<file path="config.mk">
export PLATFORM = sky130hd
export DESIGN_NAME = alu_ctrl_seq
export DESIGN_NICKNAME = d
export VERILOG_FILES = /design/src/rtl/alu_ctrl_seq.sv
export SDC_FILE = /design/constraint.sdc
export NUM_CORES = 1
export LEC_CHECK = 0
export ABC_AREA = 1
export CAP_MARGIN = 25
export CORE_MARGIN = 2
export CORE_UTILIZATION = 46
export DETAILED_ROUTE_END_ITERATION = 10
export GPL_ROUTABILITY_DRIVEN = 0
export PLACE_DENSITY_LB_ADDON = 0.3
export SYNTH_ARGS = -nofsm -noshare
export SYNTH_HDL_FRONTEND = slang
export SYNTH_SLANG_ARGS = --single-unit
</file>
<file path="constraint.sdc">
create_clock -name clk -period 2 [get_ports clk]
set_clock_uncertainty 0.2 [all_clocks]
set_input_delay 0.4 -clock clk [delete_from_list [all_inputs] [get_ports clk]]
set_output_delay 0.4 -clock clk [all_outputs]
set_load 0.03 [all_outputs]
</file>
<file path="src/rtl/alu_ctrl_seq.sv">
// ---------------------------------------------------------------------------
// alu_ctrl_seq : ALU control decode plus multi-cycle mul/div launch sequencer
// Rev 1.0 - initial release
// ---------------------------------------------------------------------------
`default_nettype none

module alu_ctrl_seq #(
  parameter int MUL_LAT = 2,
  parameter int DIV_LAT = 33,
  parameter int CNT_W   = 6
) (
  input  logic       clk,
  input  logic       reset,
  input  logic       valid_in,
  input  logic       flush,
  input  logic [1:0] ALUOp,
  input  logic [6:0] fun7,
  input  logic [2:0] fun3,
  output logic [3:0] control_out,
  output logic       md_start,
  output logic [2:0] md_op,
  output logic       stall,
  output logic       md_done
);

  localparam logic [1:0] c_IDLE = 2'd0;
  localparam logic [1:0] c_MUL  = 2'd1;
  localparam logic [1:0] c_DIV  = 2'd2;
  localparam logic [1:0] c_DONE = 2'd3;

  localparam logic [CNT_W-1:0] c_MUL_LOAD = CNT_W'(MUL_LAT - 1);
  localparam logic [CNT_W-1:0] c_DIV_LOAD = CNT_W'(DIV_LAT - 1);

  localparam logic [3:0] c_AND  = 4'b0000;
  localparam logic [3:0] c_OR   = 4'b0001;
  localparam logic [3:0] c_ADD  = 4'b0010;
  localparam logic [3:0] c_XOR  = 4'b0011;
  localparam logic [3:0] c_SLL  = 4'b0100;
  localparam logic [3:0] c_SRL  = 4'b0101;
  localparam logic [3:0] c_SUB  = 4'b0110;
  localparam logic [3:0] c_SRA  = 4'b0111;
  localparam logic [3:0] c_SLT  = 4'b1000;
  localparam logic [3:0] c_SLTU = 4'b1001;

  logic [1:0]       state_q, state_d;
  logic [CNT_W-1:0] cnt_q, cnt_d;
  logic [2:0]       md_op_q, md_op_d;

  logic w_is_mop;
  logic w_idle_mop;
  logic w_accept;

  assign w_is_mop   = (ALUOp == 2'b10) && (fun7 == 7'b0000001);
  assign w_idle_mop = (state_q == c_IDLE) && valid_in && w_is_mop;
  assign w_accept   = w_idle_mop && !flush;

  always_ff @(posedge clk) begin
    if (reset) begin
      state_q <= c_IDLE;
      cnt_q   <= '0;
      md_op_q <= 3'b000;
    end else begin
      state_q <= state_d;
      cnt_q   <= cnt_d;
      md_op_q <= md_op_d;
    end
  end

  always_comb begin
    state_d = state_q;
    cnt_d   = cnt_q;
    md_op_d = md_op_q;
    case (state_q)
      c_IDLE: begin
        if (w_accept) begin
          md_op_d = fun3;
          if (fun3[2]) begin
            state_d = c_DIV;
            cnt_d   = c_DIV_LOAD;
          end else begin
            state_d = c_MUL;
            cnt_d   = c_MUL_LOAD;
          end
        end
      end
      c_MUL, c_DIV: begin
        // flush outranks the terminal count so an aborted op never reports done
        if (flush) begin
          state_d = c_IDLE;
          cnt_d   = '0;
        end else if (cnt_q == '0) begin
          state_d = c_DONE;
        end else begin
          cnt_d = cnt_q - 1'b1;
        end
      end
      default: state_d = c_IDLE;
    endcase
  end

  always_comb begin
    control_out = c_ADD;
    if (ALUOp == 2'b01) begin
      control_out = c_SUB;
    end else if (ALUOp[1] && !w_is_mop) begin
      case (fun3)
        3'b000:  control_out = (ALUOp == 2'b10 && fun7 == 7'b0100000) ? c_SUB : c_ADD;
        3'b001:  control_out = c_SLL;
        3'b010:  control_out = c_SLT;
        3'b011:  control_out = c_SLTU;
        3'b100:  control_out = c_XOR;
        3'b101:  control_out = fun7[5] ? c_SRA : c_SRL;
        3'b110:  control_out = c_OR;
        default: control_out = c_AND;
      endcase
    end
    md_start = !reset && w_accept;
    stall    = !reset && (w_idle_mop || state_q == c_MUL || state_q == c_DIV);
    md_done  = !reset && (state_q == c_DONE);
  end

  assign md_op = md_op_q;

endmodule

`default_nettype wire

</file>
==> impl_metrics.py, run 1 <==
metrics = {
    "logic_synthesis": {
        "synthArstFlopShare_pct": 0,
        "ys_ff_latch": 11,
        "yosys-top-cells-count": "nand2_1, inv_1, nor2_1, a21oi_1, nand3_1",
        "syn_area_per_cell_um2": 6.27,
        "synth.area.top_cells": "dfxtp_1, nand2_1, inv_1",
        "synth_warnings": 0,
        "synth_nets": 167,
        "synth_cell_types": 21,
        "synth_seq_area_share_pct": 24.4,
        "yosysMostFrequentCell": "nand2_1",
        "synth_ff_type": "dfxtp_1",
        "synth_top_area_share_pct": 24.4,
        "synth_enable_flop_cells": 0,
        "syn_inst": 144,
        "synth_largest_area_cell": "dfxtp_1",
        "synth_area_um2": 903,
    },
    "clocking": {
        "cts-htree-levels": 1,
        "clockBufferDepth": 2,
        "cts_tree": "built",
        "clockRootBuffer": "clkbuf_4",
        "cts_sinks": 11,
        "numCtsBuffers": 3,
        "clk_pin_slew_worst_paths_ns": 0.07,
        "holdBufCountCts": 0,
        "clock_latency_ns": 0.28,
    },
    "final_layout": {
        "n_antenna_cell": 0,
        "fin_nets": 220,
        "nFillCells": 134,
        "fin_util_pct": 75.6,
        "area_growth_pct": 59.1,
        "drive_gt1_share_pct": 39.8,
    },
    "floorplan": {
        "fp.dieArea_um2": 2330,
        "die_w_um": 48.3,
        "start_util_pct": 47.5,
        "coreArea_um2": 1900,
        "ios": 26,
        "rows": 16,
        "die_h_um": 48.3,
    },
    "status": {
        "status": "finished, final reports clean",
    },
    "worst_hold_path": {
        "hold_class": "flip-flop to flip-flop",
        "min_from": "md_op[0]$_SDFFE_PP0P_",
    },
    "route": {
        "ant_nets": 0,
        "highest_layer": "met4",
        "firstDrtPassIters": 4,
        "drt-initial-drc-count": 68,
        "wire_per_inst_um": 14.1,
        "drt-met1-wl_um": 1160,
        "drt-total-wl_um": 3140,
        "route.detailed.drc": 0,
        "vias": 1181,
        "avgViaCountPerCell": 5.30,
        "wl_met2_um": 1540,
        "wl_met3_um": 264,
    },
    "critical_path": {
        "crit_fanout": 3,
        "criticalPathCategory": "input pin to output pin",
        "r2r_start": "state_q[1]$_SDFFE_PP0P_",
        "rrSetupSlack_ns": 0.13,
        "arrival_ns": 1.38,
        "critPathLaunch": "fun7[6]",
        "worst_setup_path_end_kind": "output pin",
        "cp-start-kind": "input pin",
        "critPathRequiredTime_ns": 1.40,
    },
    "timing": {
        "hold_viol": 0,
        "fmax_mhz": 505,
        "layout_setup_ws_ns": 0.0183,
        "fin_crit_sh_pct": 99.1,
        "min_period_ns": 1.98,
        "max_slew_margin_pct": 78.9,
        "drv_slew": 0,
        "whs_ns": 0.254,
        "tightest_slew_ns": 0.316,
        "rsz0062_at_grt": "true",
        "setup_viol": 0,
    },
    "pwr": {
        "ir_drop_mv": 0.899,
        "power.leakage_nw": 0.702,
        "total_power_mw": 1.85,
        "power_density_nw_per_um2": 1290,
    },
    "global_routing": {
        "antenna_found_initial": 0,
        "globalRoute.totalOverflow": 0,
        "grt_max_degree": 11,
        "grt_pass1_wl_um": 4640,
        "grt_pass1_vias": 1096,
        "grt_use_total_pct": 25.1,
    },
    "job": {
        "cap_violations": 0,
    },
    "placed_design": {
        "port_buffers": 25,
        "hpwl_um": 1780,
        "pre_cts_ws_ns": -0.305,
    },
}
[report_power, final]
group / switching, mW / internal (mW) / total (mW)
sequential: 0.0688 / 0.303 / 0.371
clock: 0.0792 / 0.0775 / 0.157
combinational: 0.784 / 0.536 / 1.32
total: 0.932 / 0.916 / 1.85
[metal layers]
metal / up-vias / track usage [%]
met2: 64 / 41.7
met3: 18 / 6.79
met4: 0 / 14.8
met5: - / 0
li1: 565 / -
met1: 534 / 29.0
[cell usage in the layout, fill, tap and decap left out, types with 2 or more instances in the layout]
cell type / synthesis / final
buf_2: 0 / 3
a21oi_2: 1 / 2
dfxtp_1: 11 / 9
inv_1: 24 / 17
nor2_4: 3 / 4
clkbuf_2: 0 / 6
nor2_1: 17 / 16
dlymetal6s2s_1: 0 / 2
nand2_1: 32 / 25
clkdlybuf4s50_1: 0 / 5
buf_4: 0 / 25
nand3_2: 1 / 4
clkbuf_4: 0 / 3
nand2_2: 2 / 8
dfxtp_4: 0 / 2
buf_6: 1 / 6
nand3_1: 12 / 9
ha_1: 7 / 6
nand4_1: 2 / 2
a21oi_1: 14 / 13
inv_2: 1 / 7
o21ai_0: 10 / 9
[metrics by stage]
step            TNS, ns  cell area (um^2)  instances
2_1_floorplan         0               903        144
5_1_grt          -0.102              1440        223
4_1_cts        -0.00827              1380        219
3_5_place_dp      -2.31              1250        207
3_3_place_gp      -1.52              1250        207
6_report              0              1440        223
[worst paths after layout]
kind                                end  cells after the start
setup / recovery         control_out[2]                     10
hold / removal    md_op[0]$_SDFFE_PP0P_                      2
setup reg to reg  cnt_q[0]$_SDFFE_PP0P_                     12
hold reg to reg   md_op[0]$_SDFFE_PP0P_                      2
[critical path, stage by stage]
cell and delay (ns):
buf_2 0.11, nor2_4 0.12, nand2_2 0.08, nor2_4 0.14, nand2_2 0.09, nand2_4 0.08
inv_2 0.05, nand3_2 0.08, o21ai_1 0.07, buf_4 0.16
[layout make-up]
| cell class | count | area [um^2] | area share [%] |
|---|---|---|---|
| Sequential cell | 11 | 228 | 15.8 |
| Timing Repair Buffer | 49 | 394 | 27.4 |
| Clock buffer | 4 | 26.3 | 1.83 |
| Tap cell | 27 | 33.8 | 2.35 |
| Inverter | 26 | 100 | 6.96 |
| Multi-Input combinational cell | 106 | 656 | 45.6 |
[flip-flops by register name, indices dropped and copies added (netlist names)]
name / cells
cnt_q: 6
md_op: 3
state_q: 2
[repair_timing]
item / CTS / global route
gates resized for setup: 45 / 27
setup endpoints to repair: 6 / 7
pin swaps: 13 / 15
buffers inserted: 8 / 4
[cell families (layout without fill, tap and decap cells)]
| kind of cell | after synthesis | count (layout) | synth area share (%) |
|---|---|---|---|
| adder cells (fa/ha/maj) | 7 | 7 | 9.69 |
| buffers and inverters | 27 | 79 | 12.0 |
| flip-flops | 11 | 11 | 24.4 |
| AND/OR/NAND/NOR | 74 | 74 | 39.6 |
| AO/OA/AOI/OAI | 25 | 25 | 14.3 |
Note: power is estimated with default switching activity, not from simulation.
==> run 2: changes to the inputs <==
- CORE_UTILIZATION: 46 -> 35
==> impl_metrics.py, run 2 (synthesis gave the netlist of run 1 again) <==
metrics = {
    "status": {
        "status": "finished, final reports clean",
    },
    "clocking": {
        "cts_sinks": 11,
        "clockBufferDepth": 2,
        "clock_latency_ns": 0.28,
        "numCtsBuffers": 3,
        "clk_pin_slew_worst_paths_ns": 0.07,
        "clockRootBuffer": "clkbuf_4",
        "cts-htree-levels": 1,
        "holdBufCountCts": 0,
        "cts_tree": "built",
    },
    "timing": {
        "min_period_ns": 1.96,
        "tightest_slew_ns": 0.320,
        "layout_setup_ws_ns": 0.0433,
        "setup_viol": 0,
        "max_slew_margin_pct": 78.6,
        "fin_crit_sh_pct": 97.8,
        "hold_viol": 0,
        "drv_slew": 0,
        "setup_tns_ns": 0,
        "fmax_mhz": 511,
    },
    "route": {
        "avgViaCountPerCell": 4.80,
        "vias": 1047,
        "ant_nets": 0,
        "drt-initial-drc-count": 18,
        "firstDrtPassIters": 4,
        "route.detailed.drc": 0,
        "drt-total-wl_um": 2440,
        "wire_per_inst_um": 11.2,
    },
    "global_routing": {
        "grt_pass1_wl_um": 3990,
        "grt_pass1_vias": 984,
        "globalRoute.totalOverflow": 0,
        "grt_use_total_pct": 18.8,
        "antenna_found_initial": 0,
        "grt_max_degree": 11,
    },
    "floorplan": {
        "start_util_pct": 36.8,
        "die_h_um": 54.8,
        "fp.dieArea_um2": 3000,
        "rows": 18,
        "coreArea_um2": 2450,
        "ios": 26,
        "die_w_um": 54.8,
    },
    "pwr": {
        "p_int_uw": 924,
        "power_density_nw_per_um2": 1270,
        "p_sw_uw": 844,
        "power_frac_seq_pct": 21.3,
        "ir_drop_mv": 0.911,
        "p_comb_share_pct": 69.9,
        "p_clk_share_pct": 8.8,
        "swShare_pct": 47.7,
        "power.leakage_nw": 0.676,
    },
    "final_layout": {
        "final_common_cell": "nand2_1",
        "area_growth_pct": 53.6,
        "final_cell_mix": "nand2_1, inv_1, buf_4",
        "largest_register_ffs": 6,
        "fin_nets": 212,
        "n_antenna_cell": 0,
        "drive_gt1_share_pct": 35.6,
        "regMostFlops": "cnt_q",
    },
    "placed_design": {
        "hpwl_um": 1800,
        "pre_cts_ws_ns": -0.254,
        "port_buffers": 25,
    },
    "critical_path": {
        "crit_fanout": 5,
        "critPathRequiredTime_ns": 1.40,
        "cp-start-kind": "flip-flop",
        "arrival_ns": 1.36,
        "criticalPathCategory": "flip-flop to output pin",
        "worst_setup_path_end_kind": "output pin",
    },
    "job": {
        "cap_violations": 0,
    },
    "worst_hold_path": {
        "hold_class": "flip-flop to flip-flop",
    },
}
[run 2: cell count changes in the layout (fill, tap and decap cells not counted), moves of 2 or more]
cell / delta
buf_4: -6
inv_2: -3
buf_6: -3
inv_1: +2
[run 2: area by class of cell]
class                      count  area, um^2
clock buffer                   4        26.3
fill                         239        1070
inverter                      26         103
multi-input combinational    106         651
sequential                    11         228
tap                           30        37.5
timing repair buffer          41         343
[run 2: power by group through the flow]
stage          clock [mW]  combinational (mW)  sequential [mW]
3_5_place_dp            0                1.11            0.358
2_1_floorplan           0               0.816            0.341
5_1_grt             0.174                1.38            0.391
3_3_place_gp            0                1.09            0.356
4_1_cts             0.158                1.18            0.367
6_report            0.156                1.24            0.377
[run 2: what timing repair did]
item | 4_1_cts | 5_1_grt
buffers inserted | 3 | 1
endpoints found under the setup margin | 6 | 6
gates resized for setup | 38 | 28
pin swaps | 14 | 14
[run 2: critical path, stage by stage (launching register included)]
cell	delay [ns]
dfxtp_4	0.37
inv_4	0.06
ha_4	0.13
nand2_2	0.05
inv_2	0.08
nand3_2	0.09
a21oi_2	0.14
buf_6	0.15
[run 2: final timing paths]
check                                              from               endpoint  slack (ns)  cells after the start
worst max register to register  state_q[1]$_SDFFE_PP0P_  cnt_q[2]$_SDFFE_PP0P_        0.30                     11
worst min register to register    md_op[0]$_SDFFE_PP0P_  md_op[0]$_SDFFE_PP0P_        0.25                      2
worst max-delay path            state_q[1]$_SDFFE_PP0P_                  stall        0.04                      7
worst min-delay path              md_op[0]$_SDFFE_PP0P_  md_op[0]$_SDFFE_PP0P_        0.25                      2
[run 2: stage by stage]
step | instances | instance area, um^2 | utilization (%) | total power, mW | hold WS, ns
finish | 218 | 1390 | 56.5 | 1.77 | 0.255
floorplan | 144 | 903 | - | 1.16 | 0.252
global route | 218 | 1390 | 56.5 | 1.95 | 0.288
detailed placement | 210 | 1260 | 51.5 | 1.47 | 0.245
global placement | 210 | 1260 | 51.5 | 1.44 | 0.236
CTS | 217 | 1350 | 55.1 | 1.71 | 0.258
[run 2: routing by layer]
metal	wire [um]	up-vias	track usage [%]	part of all wire, %
met1	1010	473	21.1	42
met2	1270	16	33.5	52
met5	0	-	0	0
met3	94	8	5.74	3.9
li1	-	550	-	-
met4	56	0	5.42	2.3
==> run 3: changes to the inputs <==
- PLACE_DENSITY_LB_ADDON: 0.3 -> not set
==> impl_metrics.py, run 3 (synthesis gave the netlist of run 1 again) <==
metrics = {
    "clocking": {
        "clk_pin_slew_worst_paths_ns": 0.08,
        "holdBufCountCts": 0,
        "cts-htree-levels": 1,
        "cts_sinks": 11,
        "cts_tree": "built",
        "clock_latency_ns": 0.27,
        "clockBufferDepth": 2,
        "clockRootBuffer": "clkbuf_4",
        "numCtsBuffers": 3,
    },
    "timing": {
        "setup_viol": 0,
        "fin_crit_sh_pct": 99.0,
        "hold_viol": 0,
        "max_slew_margin_pct": 78.6,
        "drv_slew": 0,
        "tightest_slew_ns": 0.320,
        "fmax_mhz": 505,
        "min_period_ns": 1.98,
        "rsz0062_at_grt": "true",
        "whs_ns": 0.247,
    },
    "floorplan": {
        "die_h_um": 54.8,
        "ios": 26,
        "coreArea_um2": 2450,
        "rows": 18,
        "start_util_pct": 36.8,
        "die_w_um": 54.8,
        "fp.dieArea_um2": 3000,
    },
    "final_layout": {
        "nFillCells": 227,
        "fin_nets": 216,
        "stdcell_area_um2": 1400,
        "regMostFlops": "cnt_q",
        "n_antenna_cell": 0,
        "largest_register_ffs": 6,
        "stdcell_count": 222,
        "multi_input_area_um2": 626,
        "seq_area_um2": 224,
        "final_cell_mix": "nand2_1, buf_4, inv_1",
        "fin_util_pct": 57.2,
        "drive_gt1_share_pct": 32.3,
        "final_common_cell": "nand2_1",
        "area_growth_pct": 55.4,
    },
    "critical_path": {
        "critPathRequiredTime_ns": 1.40,
        "arrival_ns": 1.38,
        "worst_setup_path_end_kind": "output pin",
        "crit_fanout": 2,
        "cp-start-kind": "input pin",
        "criticalPathCategory": "input pin to output pin",
    },
    "status": {
        "status": "finished, final reports clean",
    },
    "global_routing": {
        "grt_use_total_pct": 18.3,
        "antenna_found_initial": 0,
        "grt_max_degree": 13,
        "grt_pass1_wl_um": 3960,
        "globalRoute.totalOverflow": 0,
        "grt_pass1_vias": 946,
    },
    "route": {
        "drt-total-wl_um": 2350,
        "vias": 1026,
        "ant_nets": 0,
        "drt-initial-drc-count": 20,
        "avgViaCountPerCell": 4.62,
        "wire_per_inst_um": 10.6,
        "firstDrtPassIters": 4,
        "route.detailed.drc": 0,
    },
    "worst_hold_path": {
        "hold_class": "flip-flop to flip-flop",
    },
    "placed_design": {
        "place_inst": 213,
        "post_dp_cell_area_um2": 1290,
        "port_buffers": 25,
        "hpwl_um": 1790,
    },
    "pwr": {
        "power_density_nw_per_um2": 1230,
        "ir_drop_mv": 0.854,
        "power.leakage_nw": 0.676,
    },
    "job": {
        "cap_violations": 0,
    },
}
run 3: cell types whose count changed in the layout (fill, tap and decap cells not counted), moves of 2 or more:
cell and change:
dlymetal6s2s_1 -2, nand3_2 -2, clkdlybuf4s15_1 +4, clkbuf_2 -4
buf_4 +4, inv_2 +2, nand3_1 +2, inv_4 -2
run 3: what timing repair did:
| item | in CTS | in global routing |
|---|---|---|
| endpoints found under the setup margin | 6 | 6 |
| pin swaps | 12 | 9 |
| buffers inserted | 4 | 1 |
| resized for setup | 36 | 15 |
run 3: power by group:
group / switching (mW) / internal, mW / total [mW]
clock network: 0.0838 / 0.0773 / 0.161
logic: 0.701 / 0.526 / 1.23
registers: 0.0489 / 0.296 / 0.345
run 3: cell type report:
| type | instances | share of cell area [%] |
|---|---|---|
| multi-input combinational | 106 | 44.6 |
| timing repair buffer | 45 | 28.0 |
| sequential | 11 | 16.0 |
| inverter | 26 | 6.95 |
| tap | 30 | 2.67 |
| clock buffer | 4 | 1.87 |
run 3: layer usage:
metal	up-vias	GRT usage (%)	part of all wire [%]
met5	-	0	0
met4	0	6.25	1.1
met3	4	2.46	3.0
met2	15	31.0	50
met1	448	23.5	46
li1	559	-	-
run 3: critical path, stage by stage:
cell	delay, ns
clkdlybuf4s50_1	0.46
nand2_1	0.06
inv_2	0.07
nand4_4	0.10
nor2_2	0.14
buf_6	0.15
run 3: worst paths after layout:
path	slack (ns)	depth (start not counted)	endpoint	start
worst max-delay path	0.02	6	md_start	valid_in
worst min-delay path	0.25	2	md_op[1]$_SDFFE_PP0P_	md_op[1]$_SDFFE_PP0P_
worst max register to register	0.27	8	cnt_q[1]$_SDFFE_PP0P_	state_q[0]$_SDFFE_PP0P_
worst min register to register	0.25	2	md_op[1]$_SDFFE_PP0P_	md_op[1]$_SDFFE_PP0P_
run 3: metrics by stage:
step	setup slack [ns]	power [mW]	setup TNS (ns)
2_1_floorplan	0.0456	1.16	0
3_3_place_gp	-0.249	1.50	-1.36
6_report	0.0205	1.73	0
3_5_place_dp	-0.264	1.52	-1.47
4_1_cts	-0.00291	1.73	-0.00291
5_1_grt	-0.0322	1.93	-0.0804
